===== src/rtl/cpu_pkg.sv =====
`default_nettype none
// ============================================================================
// Module      : cpu_pkg
// Description : Shared definitions for the multi-cycle CPU control unit:
//               opcode map, FSM state encoding, write-back source codes and
//               ALU function-select codes.
// Revision    : 1.0 - initial release
// ============================================================================
package cpu_pkg;

  // Opcodes, IR[15:12]
  localparam logic [3:0] OP_ADD  = 4'h0;
  localparam logic [3:0] OP_SUB  = 4'h1;
  localparam logic [3:0] OP_AND  = 4'h2;
  localparam logic [3:0] OP_OR   = 4'h3;
  localparam logic [3:0] OP_XOR  = 4'h4;
  localparam logic [3:0] OP_NOT  = 4'h5;
  localparam logic [3:0] OP_SHL  = 4'h6;
  localparam logic [3:0] OP_SHR  = 4'h7;
  localparam logic [3:0] OP_ADDI = 4'h8;
  localparam logic [3:0] OP_LDI  = 4'h9;
  localparam logic [3:0] OP_LD   = 4'hA;
  localparam logic [3:0] OP_ST   = 4'hB;
  localparam logic [3:0] OP_BZ   = 4'hC;
  localparam logic [3:0] OP_BN   = 4'hD;
  localparam logic [3:0] OP_JAL  = 4'hE;
  localparam logic [3:0] OP_HALT = 4'hF;

  // Sequencer states
  typedef enum logic [2:0] {
    S_FETCH  = 3'd0,
    S_DECODE = 3'd1,
    S_EXEC   = 3'd2,
    S_MEM    = 3'd3,
    S_HALT   = 3'd4
  } state_t;

  // Write-back source select
  localparam logic [1:0] RS_ALU = 2'd0;
  localparam logic [1:0] RS_MEM = 2'd1;
  localparam logic [1:0] RS_PC  = 2'd2;
  localparam logic [1:0] RS_IMM = 2'd3;

  // ALU function select (ALU opcodes map directly onto op[2:0])
  localparam logic [2:0] FS_ADD = 3'd0;
  localparam logic [2:0] FS_SUB = 3'd1;
  localparam logic [2:0] FS_AND = 3'd2;
  localparam logic [2:0] FS_OR  = 3'd3;
  localparam logic [2:0] FS_XOR = 3'd4;
  localparam logic [2:0] FS_NOT = 3'd5;
  localparam logic [2:0] FS_SHL = 3'd6;
  localparam logic [2:0] FS_SHR = 3'd7;

endpackage
`default_nettype wire


===== src/rtl/cpu_decoder.sv =====
`default_nettype none
// ============================================================================
// Module      : cpu_decoder
// Description : Purely combinational instruction decoder. Turns the
//               instruction register into the datapath control fields and
//               a set of instruction-class flags used by the sequencer.
// Revision    : 1.0 - initial release
// Ports       : ir            - instruction register
//               da/aa/ba      - destination / A / B register addresses
//               fs            - ALU function select
//               mb            - B operand select (1 = imm)
//               imm           - extended constant
//               result_source - write-back source
//               is_alu        - writes a result in EXEC (ALU ops, ADDI, LDI)
//               is_ld/is_st/is_br/is_jal/is_halt - class flags
// ============================================================================
module cpu_decoder
  import cpu_pkg::*;
#(
  parameter int DATA_W = 16
) (
  input  logic [DATA_W-1:0] ir,
  output logic [3:0]        da,
  output logic [3:0]        aa,
  output logic [3:0]        ba,
  output logic [2:0]        fs,
  output logic              mb,
  output logic [DATA_W-1:0] imm,
  output logic [1:0]        result_source,
  output logic              is_alu,
  output logic              is_ld,
  output logic              is_st,
  output logic              is_br,
  output logic              is_jal,
  output logic              is_halt
);

  logic [3:0] op;
  logic [3:0] fd;
  logic [3:0] fa;
  logic [3:0] fb;
  logic [7:0] off8;

  assign op   = ir[15:12];
  assign fd   = ir[11:8];
  assign fa   = ir[7:4];
  assign fb   = ir[3:0];
  assign off8 = ir[7:0];

  always_comb begin
    da            = 4'd0;
    aa            = 4'd0;
    ba            = 4'd0;
    fs            = FS_ADD;
    mb            = 1'b0;
    imm           = '0;
    result_source = RS_ALU;
    is_alu        = 1'b0;
    is_ld         = 1'b0;
    is_st         = 1'b0;
    is_br         = 1'b0;
    is_jal        = 1'b0;
    is_halt       = 1'b0;
    case (op)
      OP_ADD, OP_SUB, OP_AND, OP_OR, OP_XOR, OP_NOT, OP_SHL, OP_SHR: begin
        da     = fd;
        aa     = fa;
        ba     = fb;
        fs     = op[2:0];
        is_alu = 1'b1;
      end
      OP_ADDI: begin
        da     = fd;
        aa     = fa;
        mb     = 1'b1;
        imm    = {{(DATA_W-4){1'b0}}, fb};
        is_alu = 1'b1;
      end
      OP_LDI: begin
        da            = fd;
        imm           = {{(DATA_W-8){off8[7]}}, off8};
        result_source = RS_IMM;
        is_alu        = 1'b1;
      end
      OP_LD: begin
        // The ALU computes R[a] + 0, which the datapath uses as MemAddr.
        da            = fd;
        aa            = fa;
        mb            = 1'b1;
        result_source = RS_MEM;
        is_ld         = 1'b1;
      end
      OP_ST: begin
        aa    = fa;
        ba    = fb;
        mb    = 1'b1;
        is_st = 1'b1;
      end
      OP_BZ, OP_BN: begin
        // R[d] + 0 through the ALU produces the flags being tested.
        aa    = fd;
        mb    = 1'b1;
        is_br = 1'b1;
      end
      OP_JAL: begin
        da            = fd;
        result_source = RS_PC;
        is_jal        = 1'b1;
      end
      default: begin
        is_halt = 1'b1;
      end
    endcase
  end

endmodule
`default_nettype wire


===== src/rtl/cpu_control_unit.sv =====
`default_nettype none
// ============================================================================
// Module      : cpu_control_unit
// Description : Multi-cycle control unit in front of cpuDatapath. Holds PC
//               and IR, fetches 16-bit instructions and sequences
//               FETCH -> DECODE -> EXEC -> (MEM) -> FETCH, plus HALT.
// Revision    : 1.0 - initial release
// Ports       : clk, reset (sync, active high)
//               MemIn        - memory read data (instruction during FETCH)
//               zero/negative- datapath flags, valid in EXEC
//               PC, addrSel  - program counter and memory address select
//               DA/AA/BA/FS/MB/imm/resultSource - datapath control word
//               RW, memWrite - register / memory write enables
//               instrDone    - pulse in the last cycle of an instruction
//               halted       - high in HALT
// ============================================================================
module cpu_control_unit
  import cpu_pkg::*;
#(
  parameter int                DATA_W   = 16,
  parameter logic [DATA_W-1:0] RESET_PC = '0
) (
  input  logic              clk,
  input  logic              reset,
  input  logic [DATA_W-1:0] MemIn,
  input  logic              zero,
  input  logic              negative,
  output logic [DATA_W-1:0] PC,
  output logic              addrSel,
  output logic [3:0]        DA,
  output logic [3:0]        AA,
  output logic [3:0]        BA,
  output logic [2:0]        FS,
  output logic              MB,
  output logic [DATA_W-1:0] imm,
  output logic [1:0]        resultSource,
  output logic              RW,
  output logic              memWrite,
  output logic              instrDone,
  output logic              halted
);

  state_t            state;
  state_t            state_next;
  logic [DATA_W-1:0] pc;
  logic [DATA_W-1:0] pc_next;
  logic [DATA_W-1:0] ir;
  logic [DATA_W-1:0] br_target;
  logic              br_taken;
  logic              is_alu;
  logic              is_ld;
  logic              is_st;
  logic              is_br;
  logic              is_jal;
  logic              is_halt;

  cpu_decoder #(
    .DATA_W(DATA_W)
  ) u_decoder (
    .ir           (ir),
    .da           (DA),
    .aa           (AA),
    .ba           (BA),
    .fs           (FS),
    .mb           (MB),
    .imm          (imm),
    .result_source(resultSource),
    .is_alu       (is_alu),
    .is_ld        (is_ld),
    .is_st        (is_st),
    .is_br        (is_br),
    .is_jal       (is_jal),
    .is_halt      (is_halt)
  );

  assign PC = pc;

  // pc already points past the branch/JAL here, so offset -1 loops to itself.
  assign br_target = pc + {{(DATA_W-8){ir[7]}}, ir[7:0]};
  // BZ (C) and BN (D) differ only in IR[12].
  assign br_taken  = ir[12] ? negative : zero;

  always_ff @(posedge clk) begin
    if (reset) begin
      state <= S_FETCH;
      pc    <= RESET_PC;
      ir    <= '0;
    end else begin
      state <= state_next;
      pc    <= pc_next;
      if (state == S_FETCH) begin
        ir <= MemIn;
      end
    end
  end

  always_comb begin
    state_next = state;
    pc_next    = pc;
    addrSel    = 1'b0;
    RW         = 1'b0;
    memWrite   = 1'b0;
    instrDone  = 1'b0;
    halted     = 1'b0;
    case (state)
      S_FETCH: begin
        pc_next    = pc + DATA_W'(1);
        state_next = S_DECODE;
      end
      S_DECODE: begin
        state_next = S_EXEC;
      end
      S_EXEC: begin
        if (is_ld || is_st) begin
          state_next = S_MEM;
        end else if (is_halt) begin
          state_next = S_HALT;
        end else begin
          state_next = S_FETCH;
          instrDone  = 1'b1;
          RW         = is_alu | is_jal;
          if (is_jal || (is_br && br_taken)) begin
            pc_next = br_target;
          end
        end
      end
      S_MEM: begin
        addrSel    = 1'b1;
        RW         = is_ld;
        memWrite   = is_st;
        instrDone  = 1'b1;
        state_next = S_FETCH;
      end
      S_HALT: begin
        halted = 1'b1;
      end
      default: begin
        state_next = S_FETCH;
      end
    endcase
  end

endmodule
`default_nettype wire


===== config.mk =====
export PLATFORM = sky130hd
export DESIGN_NAME = cpu_control_unit
export DESIGN_NICKNAME = d
export VERILOG_FILES = /design/src/rtl/cpu_pkg.sv /design/src/rtl/cpu_decoder.sv /design/src/rtl/cpu_control_unit.sv
export SDC_FILE = /design/constraint.sdc
export NUM_CORES = 1
export LEC_CHECK = 0
export BUFFER_PORTS_ARGS = -buffer_cell sky130_fd_sc_hd__buf_2
export CORE_UTILIZATION = 51
export DETAILED_ROUTE_END_ITERATION = 8
export MAX_ROUTING_LAYER = met4
export PLACE_DENSITY_LB_ADDON = 0.2
export SLEW_MARGIN = 20
export SYNTH_ARGS = -nofsm -noshare
export SYNTH_HDL_FRONTEND = slang
export SYNTH_SLANG_ARGS = --single-unit

===== constraint.sdc =====
create_clock -name clk -period 3.9 [get_ports clk]
set_input_delay 0.78 -clock clk [delete_from_list [all_inputs] [get_ports clk]]
set_output_delay 0.78 -clock clk [all_outputs]
set_load 0.01 [all_outputs]

==> impl_metrics.env <==
export IMPL_outcome="complete, no violations"
export IMPL_finalInstanceArea_um2=2680
export IMPL_p_sw_share_pct=29.3
export IMPL_min_period_over_period_pct=80.9
export IMPL_drtIter0Drc=77
export IMPL_leakage_nw=1.25
export IMPL_synth_fp_nets=328
export IMPL_ant_nets=0
export IMPL_crit_chain="nor3b_1, buf_4, and2_1, ha_1, nand3_1, a2bb2oi_1, a21oi_1, mux2_2, or3_1, a21oi_1"
export IMPL_wl_per_cell_um=12.6
export IMPL_synth_area_top_cells="dfxtp_1 (31%), nand2_1 (8.5%), and2_1 (7.5%)"
export IMPL_synth_top_area_share_pct=31.0
export IMPL_final_max_slew_viol_count=0
export IMPL_worstHoldStart="ir[9]"
export IMPL_clkSinkCount=35
export IMPL_skew_ns=0.00593
export IMPL_rr_startpoint="state[1]"
export IMPL_cts_setup_buffers=0
export IMPL_ff2ff_path_depth=10
export IMPL_cts_htree_levels=2
export IMPL_yosysUniqueCellTypes=53
export IMPL_hold_depth=2
export IMPL_finalSetupViolCount=0
export IMPL_synth_cells=300
export IMPL_ys_async_sr_fraction_pct=0
export IMPL_firstDrtPassIters=4
export IMPL_clk_pin_slew_ns=0.07
export IMPL_core_area_um2=4120
export IMPL_maxCapViolCount=0
export IMPL_path_depth=10
export IMPL_fin_nets=385
export IMPL_grt_pass1_vias=1813
export IMPL_setup_worst_path_start_class="flop"
export IMPL_clkLatencyLatePin_ns=0.28
export IMPL_grtUsageTotal_pct=23.3
export IMPL_diodes=0
export IMPL_required_ns=4.11
export IMPL_path_max_fanout=9
export IMPL_rrSetupSlack_ns=0.75
export IMPL_syn_cell_area_um2=2260
export IMPL_cts_buffer_depth=2
export IMPL_drcViolationCount=0
export IMPL_place_congestion=0.847
export IMPL_p_seq_share_pct=47.5
export IMPL_io_buffers=74
export IMPL_post_dp_hpwl_um=3820
export IMPL_slowest_stage="a21oi_1"
export IMPL_die_x_um=68.6
export IMPL_path_delay_family="simple AND/OR/NAND/NOR gates"
export IMPL_place_area_um2=2580
export IMPL_ir_worst_vdd_v=0.000235
export IMPL_hp_class="flop to flop"
export IMPL_area_delta_synth_final_pct=18.3
export IMPL_numCtsBuffers=5
export IMPL_io_pins=75
export IMPL_max_slew_margin_pct=40.1
export IMPL_cts_resized=0
export IMPL_ys_ff_latch=35
export IMPL_synth_edf_count=0
export IMPL_setup_tns_ns=0
export IMPL_timing_hold_violations_final=0
export IMPL_r2r_end="PC[9]"
export IMPL_grt_pass1_wl_um=8110
export IMPL_die_area_um2=4710
export IMPL_hold_path_end="ir[9]"
export IMPL_postCtsHoldBufs=0
export IMPL_max_freq_mhz=317
export IMPL_worstSetupEndpointType="flop"
export IMPL_max_stage_delay_ns=0.54
export IMPL_fin_crit_ns=3.15
export IMPL_cts_root_buf="clkbuf_8"
export IMPL_viasPerCell=5.35
export IMPL_antenna_found_initial=0
export IMPL_vias=2181
export IMPL_syn_area_per_cell_um2=7.54
export IMPL_grt_ovfl_total=0
export IMPL_rows=23
export IMPL_ys_seq_area_share_pct=31.0
export IMPL_drive_above_1_share_pct=26.3
export IMPL_cts_tree="done"
export IMPL_grt_max_degree=39
export IMPL_die_h_um=68.6
export IMPL_start_util_pct=55.0
export IMPL_worst_endpoint_arrival_ns=3.37
export IMPL_critPathBufInv=1
export IMPL_comb_power_share_pct=19.1
export IMPL_routed_wl_um=5150
export IMPL_p_switching_w=0.000253
export IMPL_synth_top_area_cell="dfxtp_1"
export IMPL_ys_warn_count=0
export IMPL_synth_main_ff_cell="dfxtp_1"
export IMPL_rsz0062_at_grt="no"
export IMPL_p_int_w=0.000611
export IMPL_criticalPathCategory="flop to flop"
export IMPL_power_frac_clock_pct=33.4
export IMPL_powerDensity_nw_per_um2=323
export IMPL_crit_path_frequent_cell="a21oi_1"
export IMPL_worstMarginPinSlew_ns=0.895
[layout make-up]
cell class	instances	area, um^2
Multi-Input combinational cell	232	1400
Clock buffer	8	100
Tap cell	50	62.6
Timing Repair Buffer	76	385
Inverter	7	26.3
Fill cell	383	1440
Sequential cell	35	701
[tightest hold or removal path, stage by stage (launching register included)]
cell,delay (ns)
dfxtp_1,0.32
nand2_1,0.05
a21oi_1,0.05
[cells in the final DEF, fill, tap and decap left out, drive strengths merged, types with 3 or more instances in the layout]
cell type	instances
a211oi	3
a21oi	30
a22o	4
and2	27
buf	76
clkbuf	8
dfxtp	35
ha	7
inv	7
mux2	4
nand2	51
nand2b	6
nand3	6
nand4	3
nor2	18
nor2b	7
nor3	11
nor3b	3
o21a	4
o21ai	10
or3	4
or4	3
xnor2	3
[state kept, by name, indices dropped and copies added, names as in the netlist]
name,cells
PC,16
ir,16
state,3
[per-layer routing]
layer / wire length (um) / global-route usage [%]
met1: 2480 / 30.0
met2: 2320 / 36.9
met3: 289 / 4.44
met4: 57 / 6.51
met5: 0 / -
[cell families (layout without fill, tap and decap cells)]
logic type | Yosys count | count (layout) | share of synthesized area [%]
buf+inv | 33 | 91 | 7.30
xor+xnor | 4 | 4 | 1.55
simple gates | 149 | 149 | 34.5
fa+ha+maj | 8 | 8 | 4.76
compound gates | 65 | 65 | 18.1
flops | 35 | 35 | 31.0
mux | 6 | 6 | 2.88
[cell usage after synthesis (all sizes together), types with 3 or more instances]
master,count
a22o,4
nand2,51
dfxtp,35
o21ai,10
inv,7
nor3b,3
xnor2,3
or3,4
ha,7
a21oi,30
clkbuf,12
buf,14
mux2,4
nor2b,7
nor2,18
nand4,3
a211oi,3
nor3,11
nand2b,6
or4,3
and2,27
nand3,6
o21a,4
[per-stage QoR]
step                      worst slack, ns  instances  util, %  power [W]  hold slack (ns)
after floorplan                     0.925        300        -   0.000529            0.445
after global placement              0.869        400     62.6   0.000582            0.455
after detailed placement            0.769        400     62.6   0.000584            0.467
after CTS                           0.728        408     65.0   0.000872            0.476
after global routing                0.439        408     65.0   0.000918            0.499
final                               0.746        408     65.0   0.000864            0.470
[power by group through the flow]
stage          registers (W)  clock network [W]  logic, W
2_1_floorplan       0.000406                  0  0.000123
3_3_place_gp        0.000418                  0  0.000165
3_5_place_dp        0.000419                  0  0.000166
4_1_cts             0.000411           0.000295  0.000166
5_1_grt             0.000415           0.000315  0.000188
6_report            0.000410           0.000289  0.000165
[worst max-delay path by stage]
stage,start,to,slack (ns)
2_1_floorplan,state[1],PC[10],0.92
4_1_cts,state[1],PC[9],0.73
6_report,state[1],PC[9],0.75
3_3_place_gp,state[1],PC[9],0.87
3_5_place_dp,state[1],PC[9],0.77
5_1_grt,state[1],PC[9],0.44
Power figures use the tool's default switching activity.
